[src/rtl/arb_rr_bin.sv]
// Round-robin arbiter with a registered binary grant index, hold-until-ack and multi-beat lock.
// Drives mux_bin.bin; every output comes straight from a flop.
module arb_rr_bin #(
  parameter int unsigned WIDTH          = 16,
  parameter int unsigned SPLIT          = 4,
  parameter int unsigned IMPLEMENTATION = 0,
  localparam int unsigned WIDTH_LOG     = $clog2(WIDTH)
) (
  input  logic                 clk,
  input  logic                 rst_n,
  input  logic [WIDTH-1:0]     req,
  input  logic [WIDTH-1:0]     lck,
  input  logic                 ack,
  output logic                 vld,
  output logic [WIDTH_LOG-1:0] bin,
  output logic [WIDTH-1:0]     gnt
);

  localparam logic [1:0] StIdle  = 2'd0;
  localparam logic [1:0] StGrant = 2'd1;
  localparam logic [1:0] StLock  = 2'd2;

  // Encoder tree geometry; a fan-in below 2 would never converge, so it is clamped.
  localparam int unsigned SPLIT_E = (SPLIT < 2) ? 2 : SPLIT;

  function automatic int unsigned tree_levels(input int unsigned w, input int unsigned s);
    int unsigned n;
    int unsigned l;
    n = 1;
    l = 0;
    while (n < w) begin
      n = n * s;
      l = l + 1;
    end
    if (l == 0) l = 1;
    return l;
  endfunction

  localparam int unsigned LEVELS = tree_levels(WIDTH, SPLIT_E);
  localparam int unsigned NPAD   = SPLIT_E ** LEVELS;
  localparam int unsigned IDX_W  = $clog2(NPAD);

  // All encoders return {found, index of lowest set bit}.
  function automatic logic [WIDTH_LOG:0] enc_tree(input logic [WIDTH-1:0] v);
    logic [NPAD-1:0]  ok;
    logic [IDX_W-1:0] idx [NPAD];
    logic [IDX_W-1:0] t;
    logic [IDX_W-1:0] top;
    logic             f;
    int unsigned      span;
    ok             = '0;
    ok[WIDTH-1:0]  = v;
    for (int i = 0; i < NPAD; i++) idx[i] = IDX_W'(i);
    span = NPAD;
    for (int l = 0; l < LEVELS; l++) begin
      span = span / SPLIT_E;
      for (int n = 0; n < NPAD; n++) begin
        if (n < span) begin
          f = 1'b0;
          t = '0;
          for (int s = SPLIT_E - 1; s >= 0; s--) begin
            if (ok[n * SPLIT_E + s]) begin
              f = 1'b1;
              t = idx[n * SPLIT_E + s];
            end
          end
          // Node n is written only after its children (all >= n) have been read.
          ok[n]  = f;
          idx[n] = t;
        end
      end
    end
    top = idx[0];
    return {ok[0], top[WIDTH_LOG-1:0]};
  endfunction

  function automatic logic [WIDTH_LOG:0] enc_linear(input logic [WIDTH-1:0] v);
    logic                 f;
    logic [WIDTH_LOG-1:0] idx;
    f   = 1'b0;
    idx = '0;
    for (int i = WIDTH - 1; i >= 0; i--) begin
      if (v[i]) begin
        f   = 1'b1;
        idx = WIDTH_LOG'(i);
      end
    end
    return {f, idx};
  endfunction

  function automatic logic [WIDTH_LOG:0] enc_isolate(input logic [WIDTH-1:0] v);
    logic [WIDTH-1:0]     oh;
    logic [WIDTH_LOG-1:0] idx;
    oh  = v & (~v + 1'b1);
    idx = '0;
    for (int i = 0; i < WIDTH; i++) begin
      if (oh[i]) idx = idx | WIDTH_LOG'(i);
    end
    return {|v, idx};
  endfunction

  function automatic logic [WIDTH_LOG:0] enc(input logic [WIDTH-1:0] v);
    if (IMPLEMENTATION == 1) return enc_linear(v);
    else if (IMPLEMENTATION == 2) return enc_isolate(v);
    else return enc_tree(v);
  endfunction

  logic [1:0]           r_state;
  logic [1:0]           w_state_d;
  logic [WIDTH_LOG-1:0] r_ptr;
  logic [WIDTH_LOG-1:0] w_ptr_d;
  logic                 r_vld;
  logic                 w_vld_d;
  logic [WIDTH_LOG-1:0] r_bin;
  logic [WIDTH_LOG-1:0] w_bin_d;
  logic [WIDTH-1:0]     r_gnt;
  logic [WIDTH-1:0]     w_gnt_d;

  logic [WIDTH_LOG-1:0] w_rel_ptr;
  logic [WIDTH_LOG-1:0] w_srch_ptr;
  logic [WIDTH-1:0]     w_hi_mask;
  logic [WIDTH_LOG:0]   w_enc_hi;
  logic [WIDTH_LOG:0]   w_enc_all;
  logic                 w_pick_any;
  logic [WIDTH_LOG-1:0] w_pick_idx;
  logic                 w_cur_req;
  logic                 w_cur_lck;

  assign w_rel_ptr  = (r_bin == WIDTH_LOG'(WIDTH - 1)) ? '0 : r_bin + 1'b1;
  // Idle arbitration searches from the stored pointer; a release searches past the served index.
  assign w_srch_ptr = (r_state == StIdle) ? r_ptr : w_rel_ptr;
  assign w_cur_req  = req[r_bin];
  assign w_cur_lck  = lck[r_bin];

  always_comb begin
    w_hi_mask = '0;
    for (int i = 0; i < WIDTH; i++) begin
      w_hi_mask[i] = (WIDTH_LOG'(i) >= w_srch_ptr);
    end
  end

  // Rotating pick: lowest request at or above the pointer, else lowest overall (wrap).
  assign w_enc_hi   = enc(req & w_hi_mask);
  assign w_enc_all  = enc(req);
  assign w_pick_any = w_enc_all[WIDTH_LOG];
  assign w_pick_idx = w_enc_hi[WIDTH_LOG] ? w_enc_hi[WIDTH_LOG-1:0] : w_enc_all[WIDTH_LOG-1:0];

  always_comb begin
    w_state_d = r_state;
    w_ptr_d   = r_ptr;
    w_vld_d   = r_vld;
    w_bin_d   = r_bin;
    case (r_state)
      StIdle: begin
        if (w_pick_any) begin
          w_bin_d   = w_pick_idx;
          w_vld_d   = 1'b1;
          w_state_d = StGrant;
        end
      end
      StGrant, StLock: begin
        if (ack && w_cur_lck && w_cur_req) begin
          w_state_d = StLock;
        end else if (ack || !w_cur_req) begin
          w_ptr_d = w_rel_ptr;
          if (w_pick_any) begin
            w_bin_d   = w_pick_idx;
            w_state_d = StGrant;
          end else begin
            w_vld_d   = 1'b0;
            w_state_d = StIdle;
          end
        end
      end
      default: begin
        w_vld_d   = 1'b0;
        w_state_d = StIdle;
      end
    endcase
  end

  always_comb begin
    w_gnt_d = '0;
    for (int i = 0; i < WIDTH; i++) begin
      w_gnt_d[i] = w_vld_d && (w_bin_d == WIDTH_LOG'(i));
    end
  end

  always_ff @(posedge clk or negedge rst_n) begin
    if (!rst_n) begin
      r_state <= StIdle;
      r_ptr   <= '0;
      r_vld   <= 1'b0;
      r_bin   <= '0;
      r_gnt   <= '0;
    end else begin
      r_state <= w_state_d;
      r_ptr   <= w_ptr_d;
      r_vld   <= w_vld_d;
      r_bin   <= w_bin_d;
      r_gnt   <= w_gnt_d;
    end
  end

  assign vld = r_vld;
  assign bin = r_bin;
  assign gnt = r_gnt;

endmodule

[config.mk]
export PLATFORM = sky130hd
export DESIGN_NAME = arb_rr_bin
export DESIGN_NICKNAME = d
export VERILOG_FILES = /design/src/rtl/arb_rr_bin.sv
export SDC_FILE = /design/constraint.sdc
export NUM_CORES = 1
export LEC_CHECK = 0
export CAP_MARGIN = 20
export CORE_MARGIN = 5
export CORE_UTILIZATION = 40
export DETAILED_ROUTE_END_ITERATION = 8
export PLACE_DENSITY = 0.73
export SLEW_MARGIN = 20
export SYNTH_ARGS = -nofsm -noshare
export SYNTH_HDL_FRONTEND = slang
export SYNTH_SLANG_ARGS = --single-unit
[constraint.sdc]
create_clock -name clk -period 3.6 [get_ports clk]
set_clock_uncertainty 0.05 [all_clocks]
set_input_delay 0.9 -clock clk [delete_from_list [all_inputs] [get_ports clk]]
set_output_delay 0.9 -clock clk [all_outputs]
set_load 0.05 [all_outputs]
; ---- After elaboration in Yosys (flattened, before gate mapping)
; Index checks and enable logic that the tools add are counted.
[totals]
register_bits = 27
inputBits = 35
out_inout_bits = 21
wordCells = 171
[classes]
add_sub_neg = 1
n_lt_le_gt_ge = 17
eq_ne = 20
n_mux = 101
bitwise_logic = 2
n_reduce_logical = 25
[ops]
columns = operator, count
row1 = $mux W4, 42
row2 = $mux W1, 47
row3 = $eq A4 B4 Y1 const B, 9
row4 = $ge A4 B4 Y1 const A, 8
row5 = $logic_and A1 B1 Y1, 18
row6 = $and A16 B16 Y16, 1
row7 = $eq A4 B3 Y1 const B, 4
row8 = $ge A3 B4 Y1 const A, 4
row9 = $mux W2, 5
row10 = $bmux W1 S4, 2
row11 = $eq A4 B2 Y1 const B, 2
row12 = $ge A1 B4 Y1 const A, 2
row13 = $ge A2 B4 Y1 const A, 2
row14 = $pmux W4 S2, 1
row15 = $mux W3, 2
row16 = $lt A4 B5 Y1 const B, 1
row17 = $add A4 B1 Y4 const B, 1
row18 = $eq A4 B1 Y1 const B, 1
row19 = $logic_not A4 Y1, 1
row20 = $pmux W2 S2, 1
row21 = $ne A3 B3 Y1 const B, 1
row22 = $reduce_and A3 Y1, 1
row23 = $eq A2 B1 Y1 const B, 1
row24 = $eq A2 B2 Y1 const B, 1
row25 = other kinds (8), 8

; ---- Logic depth before layout (Yosys ltp)
[depth]
depth_word = 20
ltp_mapped = 15

; ---- Worst setup path before layout
; Ideal clock, no wire load.
[synth_path]
path_kind = register to register
start = register r_bin[0] (netlist: bin[0])
end = register r_gnt[0] (netlist: gnt[0])
setup_ps = 86
arrival_time_ps = 3111
required_time_ps = 3464
path_slack_ps = 352
path_stages_with_launch = 12
n_path_buf = 1
path_cell_list = dfrtp_1 -> ha_1 -> a311o_1 -> and2_1 -> buf_2 -> a2111o_1 -> o211ai_2 -> o21ai_2 -> o311a_1 -> o31ai_4 -> nand2_1 -> nor3_1
[synth_via]
elab_chain_cells = 20
elab_cells_between_ends = 79
[synth_lines]
columns = item, line_no
row1 = start: declaration, 114  ; logic [WIDTH_LOG-1:0] r_bin;
row2 = start signal: assignment, 200  ; r_bin <= w_bin_d;
row3 = $add A4 B1 Y4 / $eq A4 B4 Y1 (equally long branches), 129  ; assign w_rel_ptr = (r_bin == WIDTH_LOG'(WIDTH - 1)) ? '0 : r_bin + 1'b1;
row4 = $mux W4, 129
row5 = $mux W4, 131  ; assign w_srch_ptr = (r_state == StIdle) ? r_ptr : w_rel_ptr;
row6 = $ge A4 B4 Y1, 138  ; w_hi_mask[i] = (WIDTH_LOG'(i) >= w_srch_ptr);
row7 = $and A16 B16 Y16, 143  ; assign w_enc_hi = enc(req & w_hi_mask);
row8 = $mux W4 / $mux W1 (equally long branches) (8 in a row), 62  ; if (ok[n * SPLIT_E + s]) begin
row9 = $mux W4, 146  ; assign w_pick_idx = w_enc_hi[WIDTH_LOG] ? w_enc_hi[WIDTH_LOG-1:0] : w_enc_all[WIDTH_LOG-1:0];
row10 = $mux W4, "155, 166"
row11 = $mux W4, 164  ; end else if (ack || !w_cur_req) begin
row12 = $mux W4, 162  ; if (ack && w_cur_lck && w_cur_req) begin
row13 = $pmux W4 S2, 153  ; case (r_state)
row14 = $logic_not A4 Y1, 185  ; w_gnt_d[i] = w_vld_d && (w_bin_d == WIDTH_LOG'(i));
row15 = $logic_and A1 B1 Y1 *, 185
row16 = named net w_gnt_d[0], 117  ; logic [WIDTH-1:0] w_gnt_d;
row17 = end signal: assignment, 201  ; r_gnt <= w_gnt_d;
row18 = end: declaration, 116  ; logic [WIDTH-1:0] r_gnt;
; Mark *: on every way through the listed nets, which the timed path passes. The rest lies on a longest branch. The select of a mux whose other input is x is not followed.
; A chain may end at the register's enable or synchronous reset.

; ---- Final worst setup path
[layout_path]
start = input req[1]
end = register r_gnt[14] (netlist: gnt[14])
[layout_via]
elab_chain_cells = 11
elab_cells_between_ends = 30
[layout_lines]
columns = item, line_no
row1 = start: declaration, 11  ; input logic [WIDTH-1:0] req,
row2 = $and A16 B16 Y16, 143
row3 = $mux W4 / $mux W1 (equally long branches) (3 in a row), 62
row4 = $mux W4, 146
row5 = $mux W4, "155, 166"
row6 = $mux W4, 164
row7 = $mux W4, 162
row8 = $pmux W4 S2, 153
row9 = $eq A4 B4 Y1, 185
row10 = $logic_and A1 B1 Y1 *, 185
row11 = named net w_gnt_d[14], 117
; Marks and branches as above.

==> summary.md <==
| Metric | Value |
|---|---|
| DP Area | `3150 µm²` |
| Post-route DRC | `0` |
| Initial antenna violation count | `0` |
| Hold_buf cts | `0` |
| Share of layout cells above drive strength 1 | `0.234` |
| Seq cells post-synth | `27` |
| Final hold vios | `0` |
| Setup crit end kind | `flip-flop` |
| Die area | `~7200 µm²` |
| Xor/xnor share of the synthesized area | `0.00787` |
| Max Clock Freq | `294 MHz` |
| Num CTS Buffers | `3` |
| Root Buffer | `clkbuf_8` |
| First-pass GRT wire length | `approximately 11000 µm` |
| Largest family of logic cells by synthesized area | `compound AO/OA/AOI/OAI gates` |
| Ys async rst share | `1.00` |
| GR Util All Layers | `0.182` |
| Post-DP HPWL | `5280 µm` |
| Synth area leaders | `dfrtp_1 (30%), mux4_2 (8.1%), nor3_1 (4.5%)` |
| I/O Buffers | `55` |
| Dpl cells | `410` |
| CTS tree | `yes` |
| DRT Wirelength | `about 6500 µm` |
| Largest net degree at the start of global routing | `28` |
| IO Pins | `56` |
| Simple-Gate Fraction of Synth Area | `0.210` |
| Mux share of post-synthesis cell area | `0.119` |
| Unrepaired setup endpoints after global routing | `false` |
| Setup TNS | `0 ns` |
| Post-synth EDFFs | `0` |
| Initial core utilization | `0.407` |
| Routed WL per cell | `between 15 and 20 µm` |
| Critical path type | `primary input to flip-flop` |
| Min-delay worst type | `flip-flop to flip-flop` |
| Die width | `84.6 µm` |
| Clock sinks | `27` |
| Syn Nets | `287` |
| Syn Inst Count | `249` |
| Period utilisation layout | `0.945` |
| H-tree levels | `1` |
| Worst Hold Slack | `0.437 ns` |
| Adder-Cell Fraction of Synth Area | `0.0169` |
| Ant. Diodes | `0` |
| First drt pass iteration count | `4` |
| Pins Over Slew Limit | `0` |
| Synth top area share | `0.303` |
| Core Region | `5470 µm²` |
| Worst VDD drop | `510 µV` |
| Starting DRC count in detailed routing | `193` |
| Syn avg cell area | `8.94 µm²` |
| Cell Pwr Density | `1090 nW/µm²` |
| Final instance area | `between 3000 and 4000 µm²` |
| Fin crit period | `3.40 ns` |
| Arrival @ worst endpoint | `about 3.5 ns` |
| FP Rows | `27` |
| RePlAce Congestion | `roughly 0.96` |
| Crit start category | `primary input` |
| Synth cell types | `63` |
| Non-filler instance count after layout | `414` |
| Via count | `2330` |
| Area leader, netlist | `dfrtp_1` |
| Syn. warnings | `0` |
| Vias in the first global route | `approximately 2200` |
| Total power | `between 3 and 4 mW` |
| Area Overhead vs Synth | `44.7%` |
| Status | `completed` |
| CP max FO | `8` |
| Nets | `381` |
| Critical path required time | `3.74 ns` |
| Post-synthesis compound-gate area fraction | `0.293` |
| Register area share after synthesis | `0.303` |
| Netlist Area Pre-Place | `2230 µm²` |
| Avg Vias per Cell | `5.63` |
| Clk buf depth | `2` |
| Routed Antenna Nets | `0` |
| Final setup viols | `0` |
| Clock slew at reported path FFs | `0.09 ns` |
| Max-cap viol count | `0` |
| Pleak | `1.33 nW` |
| Die height | `84.6 µm` |
| Clock Latency Late Sink | `approximately 0.28 ns` |
| Ys flop type | `dfrtp_1` |
| Headroom to the max-slew limit | `0.639` |
| Measured slew at the worst slew-check pin | `0.539 ns` |
| Grt ovf | `0` |
==> per-stage QoR <==
step	worst slack [ns]	util
CTS	0.127	0.585
finish	0.198	0.589
global route	0.00481	0.589
global placement	-0.0513	0.576
detailed placement	-0.137	0.576
floorplan	0.352	-
==> registers in the layout (all words and copies together) (netlist names) <==
register and flops:
bin 4, gnt 16, r_ptr 4, vld 1, r_state 2
==> routing by layer <==
layer	part of all wire	GRT usage	vias to the layer above	wire length (µm)
met5	0	0	-	0
met4	0.0058	0.0216	0	38
met3	0.045	0.0186	7	293
met2	0.49	0.311	50	3220
met1	0.46	0.256	1126	2980
li1	-	-	1147	-
==> worst max-delay path: stages <==
cell and delay [ns]:
clkdlybuf4s50_1 0.50, mux4_2 0.48, mux2_2 0.30, mux2i_2 0.21
o21ai_1 0.12, a211oi_1 0.27, o31ai_1 0.14, o21a_1 0.15
nand2b_2 0.25, nor3_1 0.21
==> cells by family after synthesis <==
logic type | after synthesis
AO/OA/AOI/OAI | 91
AND/OR/NAND/NOR | 85
flip-flops | 27
buffers and inverters | 25
multiplexers | 16
adder cells (fa/ha/maj) | 3
XOR/XNOR | 2
==> synthesized netlist by cell type (all sizes together), types with 2 or more instances <==
library cell	instances
nor3	20
inv	12
buf	9
nor2	10
a21oi	15
o31a	3
a22oi	2
mux2	3
o41ai	2
nor2b	6
clkbuf	4
a211oi	4
o31ai	8
and4	2
a21o	5
nand3	2
or2	5
and3	2
nand2	14
nand2b	5
nand3b	2
mux2i	5
o21ai	22
o21a	4
a31oi	4
mux4	8
nor4	4
ha	3
a311oi	2
a32oi	2
o21bai	3
nand4b	2
dfrtp	27
and2	6
o211ai	2
==> worst paths after layout <==
| kind | startpoint | end | slack (ns) | cells after the start |
|---|---|---|---|---|
| worst max register to register | bin[0] | gnt[6] | 0.29 | 11 |
| worst max-delay path | req[1] | gnt[14] | 0.20 | 10 |
| max in group asynchronous | rst_n | r_ptr[2] | 2.32 | 2 |
| min in group asynchronous | rst_n | gnt[7] | 0.93 | 2 |
| worst min-delay path | r_ptr[3] | r_ptr[3] | 0.44 | 1 |
| worst min register to register | r_ptr[3] | r_ptr[3] | 0.44 | 1 |
==> cell type report <==
cell class | count | area, µm²
repair buffers | 102 | 903
fillers | 508 | 2250
well taps | 72 | 90.1
clock buffers | 3 | 41.3
flip-flops and latches | 27 | 676
inverters | 12 | 45.0
multi-input cells | 197 | 1460
clock inverters | 1 | 7.51
==> power breakdown <==
part	internal, mW	switching, mW	total [mW]
logic	1.18	1.65	2.83
registers	0.422	0.0741	0.496
clock network	0.0787	0.0966	0.175
==> repair_timing <==
item | in CTS | in global routing
resized for setup | 0 | 5
buffers inserted | 0 | 0
hold endpoints to repair | 0 | 0
endpoints found under the setup margin | 0 | 14
==> layout by cell type (no fill, tap or decap), types with 5 or more instances in the layout <==
cell type	count
mux4_2	8
dfrtp_1	27
inv_1	9
clkdlybuf4s50_1	55
o21ai_0	17
buf_4	47
nor2_1	10
and2_1	6
nor2b_1	6
a21oi_1	15
nor3_1	20
a21o_1	5
nand2_1	14
or2_2	5
o31ai_1	7
No activity file was read; power rests on OpenSTA's default activity.
